<file path="src/rtl/fp_pkg.sv">
// Shared sign-magnitude Q-format definitions: default widths, FSM encoding, helper constants.
package fp_pkg;
  localparam int Q_DEF    = 7;
  localparam int N_DEF    = 16;
  localparam int SIGN_BIT = N_DEF - 1;
  localparam logic [N_DEF-2:0] MAG_MAX = '1;

  typedef enum logic [1:0] {IDLE, MUL, NORM, DONE} state_t;
endpackage

</file>
<file path="src/rtl/fp_mul_norm.sv">
// Combinational Q-format normalizer: truncate a double-width magnitude, flag overflow,
// optionally saturate (FP_MUL_SAT_EN), and never emit negative zero.
module fp_mul_norm
  import fp_pkg::*;
#(
  parameter int Q = Q_DEF,
  parameter int N = N_DEF
) (
  input  logic [2*(N-1)-1:0] acc,
  input  logic               sign,
  output logic [N-1:0]       c,
  output logic               ovf
);
  logic [N-2:0] mag;
  logic         unused_lsb;

  // Fraction bits below the output LSB are dropped: truncation toward zero.
  assign unused_lsb = ^acc[Q-1:0];

  always_comb begin
    ovf = |acc[2*N-3:N-1+Q];
    mag = acc[N-2+Q:Q];
`ifdef FP_MUL_SAT_EN
    if (ovf) mag = '1;
`endif
    c = {sign && (mag != '0), mag};
  end
endmodule

</file>
<file path="src/rtl/fp_mul_seq.sv">
// Sequential shift-add sign-magnitude Q-format multiplier, one multiplier bit per clock,
// valid/ready on both sides. Saturation on overflow when FP_MUL_SAT_EN is defined.
module fp_mul_seq
  import fp_pkg::*;
#(
  parameter int Q = Q_DEF,
  parameter int N = N_DEF
) (
  input  logic         clk,
  input  logic         reset_n,
  input  logic [N-1:0] a_in,
  input  logic [N-1:0] b_in,
  input  logic         in_valid,
  output logic         in_ready,
  output logic [N-1:0] c,
  output logic         ovf,
  output logic         out_valid,
  input  logic         out_ready
);
  localparam int AW = 2*(N-1);
  localparam int CW = (N-1 > 1) ? $clog2(N-1) : 1;

  state_t          state, state_nxt;
  logic [N-2:0]    a_mag, b_sh;
  logic            sign;
  logic [AW-1:0]   acc;
  logic [CW-1:0]   cnt;
  logic [N-1:0]    c_n;
  logic            ovf_n;

  always_ff @(posedge clk or negedge reset_n) begin
    if (!reset_n) state <= IDLE;
    else          state <= state_nxt;
  end

  always_comb begin
    state_nxt = state;
    case (state)
      IDLE: if (in_valid)             state_nxt = MUL;
      MUL:  if (cnt == CW'(N-2))      state_nxt = NORM;
      NORM:                           state_nxt = DONE;
      DONE: if (out_ready)            state_nxt = IDLE;
      default:                        state_nxt = IDLE;
    endcase
  end

  assign in_ready  = (state == IDLE);
  assign out_valid = (state == DONE);

  fp_mul_norm #(.Q(Q), .N(N)) u_norm (
    .acc  (acc),
    .sign (sign),
    .c    (c_n),
    .ovf  (ovf_n)
  );

  always_ff @(posedge clk or negedge reset_n) begin
    if (!reset_n) begin
      a_mag <= '0;
      b_sh  <= '0;
      sign  <= 1'b0;
      acc   <= '0;
      cnt   <= '0;
      c     <= '0;
      ovf   <= 1'b0;
    end else begin
      case (state)
        IDLE: if (in_valid) begin
          a_mag <= a_in[N-2:0];
          b_sh  <= b_in[N-2:0];
          sign  <= a_in[N-1] ^ b_in[N-1];
          acc   <= '0;
          cnt   <= '0;
        end
        MUL: begin
          if (b_sh[0]) acc <= acc + (AW'(a_mag) << cnt);
          b_sh <= b_sh >> 1;
          cnt  <= cnt + 1'b1;
        end
        // c/ovf only change here, so they hold through DONE until the transfer.
        NORM: begin
          c   <= c_n;
          ovf <= ovf_n;
        end
        default: ;
      endcase
    end
  end
endmodule
</file>
<file path="config.mk">
export PLATFORM = sky130hd
export DESIGN_NAME = fp_mul_seq
export DESIGN_NICKNAME = d
export VERILOG_FILES = /design/src/rtl/fp_pkg.sv /design/src/rtl/fp_mul_norm.sv /design/src/rtl/fp_mul_seq.sv
export SDC_FILE = /design/constraint.sdc
export NUM_CORES = 1
export LEC_CHECK = 0
export ABC_AREA = 1
export CAP_MARGIN = 20
export CELL_PAD_IN_SITES_DETAIL_PLACEMENT = 1
export CELL_PAD_IN_SITES_GLOBAL_PLACEMENT = 1
export CORE_AREA = 2 2 150 152
export CTS_CLUSTER_SIZE = 12
export DETAILED_ROUTE_END_ITERATION = 7
export DIE_AREA = 0 0 152 154
export HOLD_SLACK_MARGIN = 0.06
export PLACE_DENSITY_LB_ADDON = 0.1
export SYNTH_ARGS = -nofsm -noshare
export SYNTH_HDL_FRONTEND = slang
export SYNTH_HIERARCHICAL = 1
export SYNTH_SLANG_ARGS = --single-unit
</file>
<file path="constraint.sdc">
create_clock -name clk -period 2.2 [get_ports clk]
set_input_delay 0.44 -clock clk [delete_from_list [all_inputs] [get_ports clk]]
set_output_delay 0.44 -clock clk [all_outputs]
set_load 0.02 [all_outputs]
</file>
Word-level counts from Yosys, hierarchy flattened
Cells that the tools add are included.
- add/sub/neg operators: 2
- multiply operators: 0
- divide/modulo/power cells: 0
- $lt $le $gt $ge: 0
- equality and inequality tests: 8
- shifts and indexed selects: 1
- mux-type cells: 11
- bitwise gates (word level): 1
- reductions and logical operators: 9
- operators with widths (kind ; count):
    2-to-1 mux 30 bit ; 2
    case mux 30 bit (2 select lines) ; 1
    adder 30 bit ; 1
    case mux 15 bit (2 select lines) ; 1
    << shifter 15 x 4 -> 30 bit ; 1
    2-to-1 mux 15 bit ; 1
    nonzero test 15 bit ; 1
    case mux 2 bit (4 select lines) ; 1
    case mux 4 bit (2 select lines) ; 1
    OR reduction 8 bit ; 1
    2-to-1 mux 2 bit ; 3
    != test 2 bit, second input constant ; 3
    AND reduction 3 bit ; 2
    adder 4 x 1 -> 4 bit, second input constant ; 1
    == test 2 bit, second input constant ; 2
    == test 4 bit, second input constant ; 1
    2-to-1 mux 4 bit ; 1
    AND reduction 2 bit ; 2
    == test 2 x 1 -> 1 bit, second input constant ; 1
    logical NOT 2 bit ; 1
    != test 2 x 1 -> 1 bit, second input constant ; 1
    nonzero test 2 bit ; 1
    logical AND 1 bit ; 1
    bitwise XOR 1 bit ; 1
- register bits after elaboration: 84
- latch bits: 0
- RAM bits: 0
- memory bits (read-only): 0
- input bits: 36
- output and inout bits: 19
- logic and storage cells: 40
- memories: 0

Longest topological paths before layout
- depth after elaboration: 4
- mapped depth: 23
- gate-level depth less buffers: 21

Hierarchy
The synthesis kept the hierarchy.
- by module, submodules not included (module ; times used ; cells an instance ; area an instance (µm²) ; seq. area each (µm²)):
    fp_mul_seq ; 1 ; 925 ; 6202.2 ; 2102.0
    fp_mul_norm ; 1 ; 36 ; 195.2 ; 0.0

Worst setup path before layout
Ideal clock, no wire load.
- path kind: register to register
- start point: register cnt[0]
- end point: register acc[28]
- library setup time: 0.117 ns
- arrival: 2.372 ns
- data required time: 2.083 ns
- slack: -0.289 ns
- stages on the path, launching flop included: 21
- buffers on the path: 2
- period minus slack after synthesis: 2.489 ns
- cells stage by stage: dfrtp_1 -> buf_4 -> inv_2 -> buf_6 -> nand2_1 -> nor2_1 -> nand2_1 -> nor2_1 -> ha_1 -> inv_1 -> fa_1 -> inv_1 -> nand3_1 -> nand3_1 -> nand3_1 -> nand3_1 -> nand2_1 -> nand2_1 -> nand2_1 -> nand3_1 -> nand2_1
- cells in the longest elaborated chain, start to end: 4
- ends and longest elaborated chain (item ; RTL line ; RTL):
    from (decl) ; fp_mul_seq.sv:27 ; logic [CW-1:0] cnt;
    from (signal assigned) ; fp_mul_seq.sv:78 ; cnt <= cnt + 1'b1;
    << shifter 15 x 4 -> 30 bit ; fp_mul_seq.sv:76 ; if (b_sh[0]) acc <= acc + (AW'(a_mag) << cnt);
    adder 30 bit ; fp_mul_seq.sv:76 ;
    2-to-1 mux 30 bit ; fp_mul_seq.sv:76 ;
    case mux 30 bit (2 select lines) ; fp_mul_seq.sv:67 ; case (state)
    to (signal assigned) ; fp_mul_seq.sv:76 ;
    to (decl) ; fp_mul_seq.sv:26 ; logic [AW-1:0] acc;
Every way passes these cells. The select of a mux whose other input is x is not followed.
A chain may end at the register's enable or synchronous reset.

Worst setup path in the final report
- start point: register cnt[0]
- end point: register acc[23]
The elaborated chain is that of the path after synthesis.

==> flow_summary_export.csv <==
group,metric,value,unit
power,clock_power_share,9.0,%
final_layout,nNetsFinal,1207,
worst_setup_path,max_stage_delay,0.45,ns
yosys,synth_nets,1033,
power,switching_share,49.1,%
drt,drt_iter0_drc,175,
yosys,synth_seq_cells,84,
clock_tree,cts.clk_slew.worst_paths,0.08,ns
outcome,violations,"setup timing",
worst_hold_path,min_path_type,"in -> async",
final_layout,seq_area,2100,um^2
power,pwr-share-seq,15.1,%
worst_setup_path,crit_slowest_cell,"dfrtp_2",
clock_tree,clockRootBuffer,"clkbuf_16",
final_layout,diodes,0,
sta,setup_viol,27,
sta,skew,0.0183,ns
yosys,synthCells,961,
yosys,syn_area_per_cell,6.66,um^2
clock_tree,ctsHoldBuffers,0,
final_layout,final_common_cell,"nand2_1",
global_routing,overflow,0,
worst_setup_path,crit_top_cell,"nand2_2",
worst_setup_path,crit_buf_inv,4,
sta,fin_ws,-0.535,ns
power,intPower,0.00939,W
global_routing,grt_antenna_before_repair,0,
power,p_leak,4.85,nW
clock_tree,clk_latency,0.36,ns
power,p_per_area,1870,nW/um^2
yosys,yosysWarnings,6,
place,gp_congestion,0.882,
yosys,synth_seq_area_share,32.9,%
die,fp.dieH,154,um
worst_setup_path,critical_path_class,"reg -> reg",
clock_tree,cts-buffers-inserted,9,
worst_setup_path,crit_family,"simple AND/OR/NAND/NOR gates",
final_layout,multiInputGateArea,4830,um^2
worst_setup_path,cp_max_fo,7,
sta,relSlewSlack,63.8,%
clock_tree,htree_num_levels,3,
worst_setup_path,arrival,2.99,ns
global_routing,gr-usage-all-layers,20.9,%
sta,fin_crit_sh,124,%
clock_tree,cts_max_path_buffers,2,
global_routing,grt_pass1_vias,7103,
power,power,0.0184,W
outcome,status,"finished, violations left",
drt,wirelength,24000,um
power,p_comb_share,75.8,%
final_layout,fin_util,45.5,%
die,core,21700,um^2
sta,slew_viol_final,0,
drt,ant_nets,0,
clock_tree,clkSinkCount,84,
place,portBuffers,54,
die,die_w,152,um
die,initial_core_util,29.5,%
worst_setup_path,cp_cell_sequence,"buf_6, mux2i_4, nand2_2, buf_6, a31oi_4, mux2i_1, ha_1, nand2_2, inv_2, nand2_4, inv_1, a21oi_2, nand2_2, nand2_2, nand3_1, nand3_1, nand2_1",
final_layout,final_cell_mix,"nand2_1, buf_4, inv_1",
die,io-pin-count,55,
drt,vias_per_cell,4.75,
drt,drc,0,
drt,vias,6739,
final_layout,area_growth,54.3,%
final_layout,nFillCells,2627,
sta,max_freq,366,MHz
die,rows,54,
sta,hold_ws,0.0480,ns
worst_setup_path,worstPathRequired,2.45,ns
global_routing,grt_pass1_wl,38600,um
sta,hold_viol,0,
power,p_switching,0.00904,W
final_layout,drive_gt1_share,40.2,%
sta,grt_setup_unrepaired,"true",
sta,worstMarginPinSlew,0.543,ns
yosys,syn_area,6400,um^2
yosys,yosysUniqueCellTypes,38,
place,hpwl,18700,um
power,irDropWorstVdd,0.757,mV
flow_run,drv_cap,0,
drt,drt_first_pass_iters,4,
worst_setup_path,rrSetupSlack,-0.54,ns
worst_setup_path,worstSetupEndpointType,"flop",
worst_setup_path,start_kind,"flop",
global_routing,grt_max_degree,34,
clock_tree,tritoncts,"built",
drt,avgRoutedWirePerCell,16.9,um
die,dieArea,23400,um^2
sta,period_minus_slack,2.74,ns
## cells in the mapped netlist (all sizes together)
library cell | instances | area, um^2
nor3 | 4 | 20.0
o21bai | 3 | 22.5
or2 | 5 | 31.3
inv | 116 | 435
a21o | 1 | 7.51
buf | 33 | 209
nand3b | 1 | 7.51
o21ai | 53 | 273
xor2 | 1 | 8.76
and2 | 2 | 12.5
xnor2 | 2 | 17.5
a32o | 2 | 20.0
mux2i | 3 | 30.0
nor2 | 93 | 349
clkinv | 1 | 3.75
fa | 1 | 20.0
ha | 35 | 438
clkbuf | 10 | 37.5
a21oi | 38 | 194
a21boi | 1 | 7.51
mux2 | 31 | 349
dfrtp | 84 | 2100
o31ai | 1 | 7.51
a22o | 2 | 17.5
nand3 | 47 | 235
o211ai | 1 | 7.51
a31oi | 20 | 125
nand2 | 362 | 1360
nand4 | 6 | 37.5
o22ai | 2 | 12.5
## cell families after synthesis
| family | count (synthesis) | share of synthesized area, % |
|---|---|---|
| simple gates | 520 | 32.1 |
| buf+inv | 160 | 10.7 |
| compound gates | 124 | 10.9 |
| flops | 84 | 32.9 |
| fa+ha+maj | 36 | 7.16 |
| mux | 34 | 5.93 |
| xor+xnor | 3 | 0.411 |
## flip-flops by register name (all words and copies together) (netlist names)
signal and count:
acc 30, c 16, a_mag 15, b_sh 15, cnt 4, state 2, ovf 1, sign 1
## cell type report
type | count | area share [%]
clock buffer | 9 | 2.28
tap | 280 | 3.55
timing repair buffer | 206 | 18.7
clock inverter | 6 | 0.748
inverter | 117 | 4.53
sequential | 84 | 21.3
multi-input combinational | 717 | 48.9
## routing by layer
layer  GRT usage, %  vias to the layer above  wire length [um]
met1           25.5                     3256             10600
met4           7.39                        0               667
met3           2.56                       28               484
met5              0                        -                 0
met2           38.0                       60             12200
li1               -                     3395                 -
## final timing paths
kind,startpoint,end,cells past startpoint
worst min register to register,b_sh[14]$_DFFE_PN0P_,b_sh[14]$_DFFE_PN0P_,1
worst max register to register,cnt[0]$_DFFE_PN0P_,acc[23]$_DFFE_PN0P_,17
worst min-delay path,reset_n,acc[11]$_DFFE_PN0P_,1
min in group clk,b_sh[14]$_DFFE_PN0P_,b_sh[14]$_DFFE_PN0P_,1
worst max-delay path,cnt[0]$_DFFE_PN0P_,acc[23]$_DFFE_PN0P_,17
max in group asynchronous,reset_n,cnt[0]$_DFFE_PN0P_,2
## power by group through the flow
stage	Combinational (W)	Sequential, W	Clock, W
2_1_floorplan	0.00557	0.00269	0
3_3_place_gp	0.00962	0.00273	0
6_report	0.0140	0.00279	0.00166
5_1_grt	0.0153	0.00289	0.00176
3_5_place_dp	0.00972	0.00274	0
4_1_cts	0.0133	0.00280	0.00171
## per-stage QoR
stage               setup slack, ns  cells  area, um^2  TNS (ns)
floorplan                    -0.204    961        6530     -3.18
global placement             -0.808   1371        8110    -17.68
detailed placement           -0.805   1371        8110    -18.01
CTS                          -0.519   1412        9610    -10.74
global route                 -0.761   1419        9870    -16.51
finish                       -0.535   1419        9870    -10.90
## timing repair
| item | CTS | global route |
|---|---|---|
| pin swaps | 106 | 17 |
| setup endpoints to repair | 29 | 28 |
| endpoints found under the hold margin | 0 | 0 |
| setup buffers | 27 | 7 |
| gates cloned | 0 | 0 |
| gates resized for setup | 269 | 58 |
Note: power is estimated with default switching activity, not from simulation.
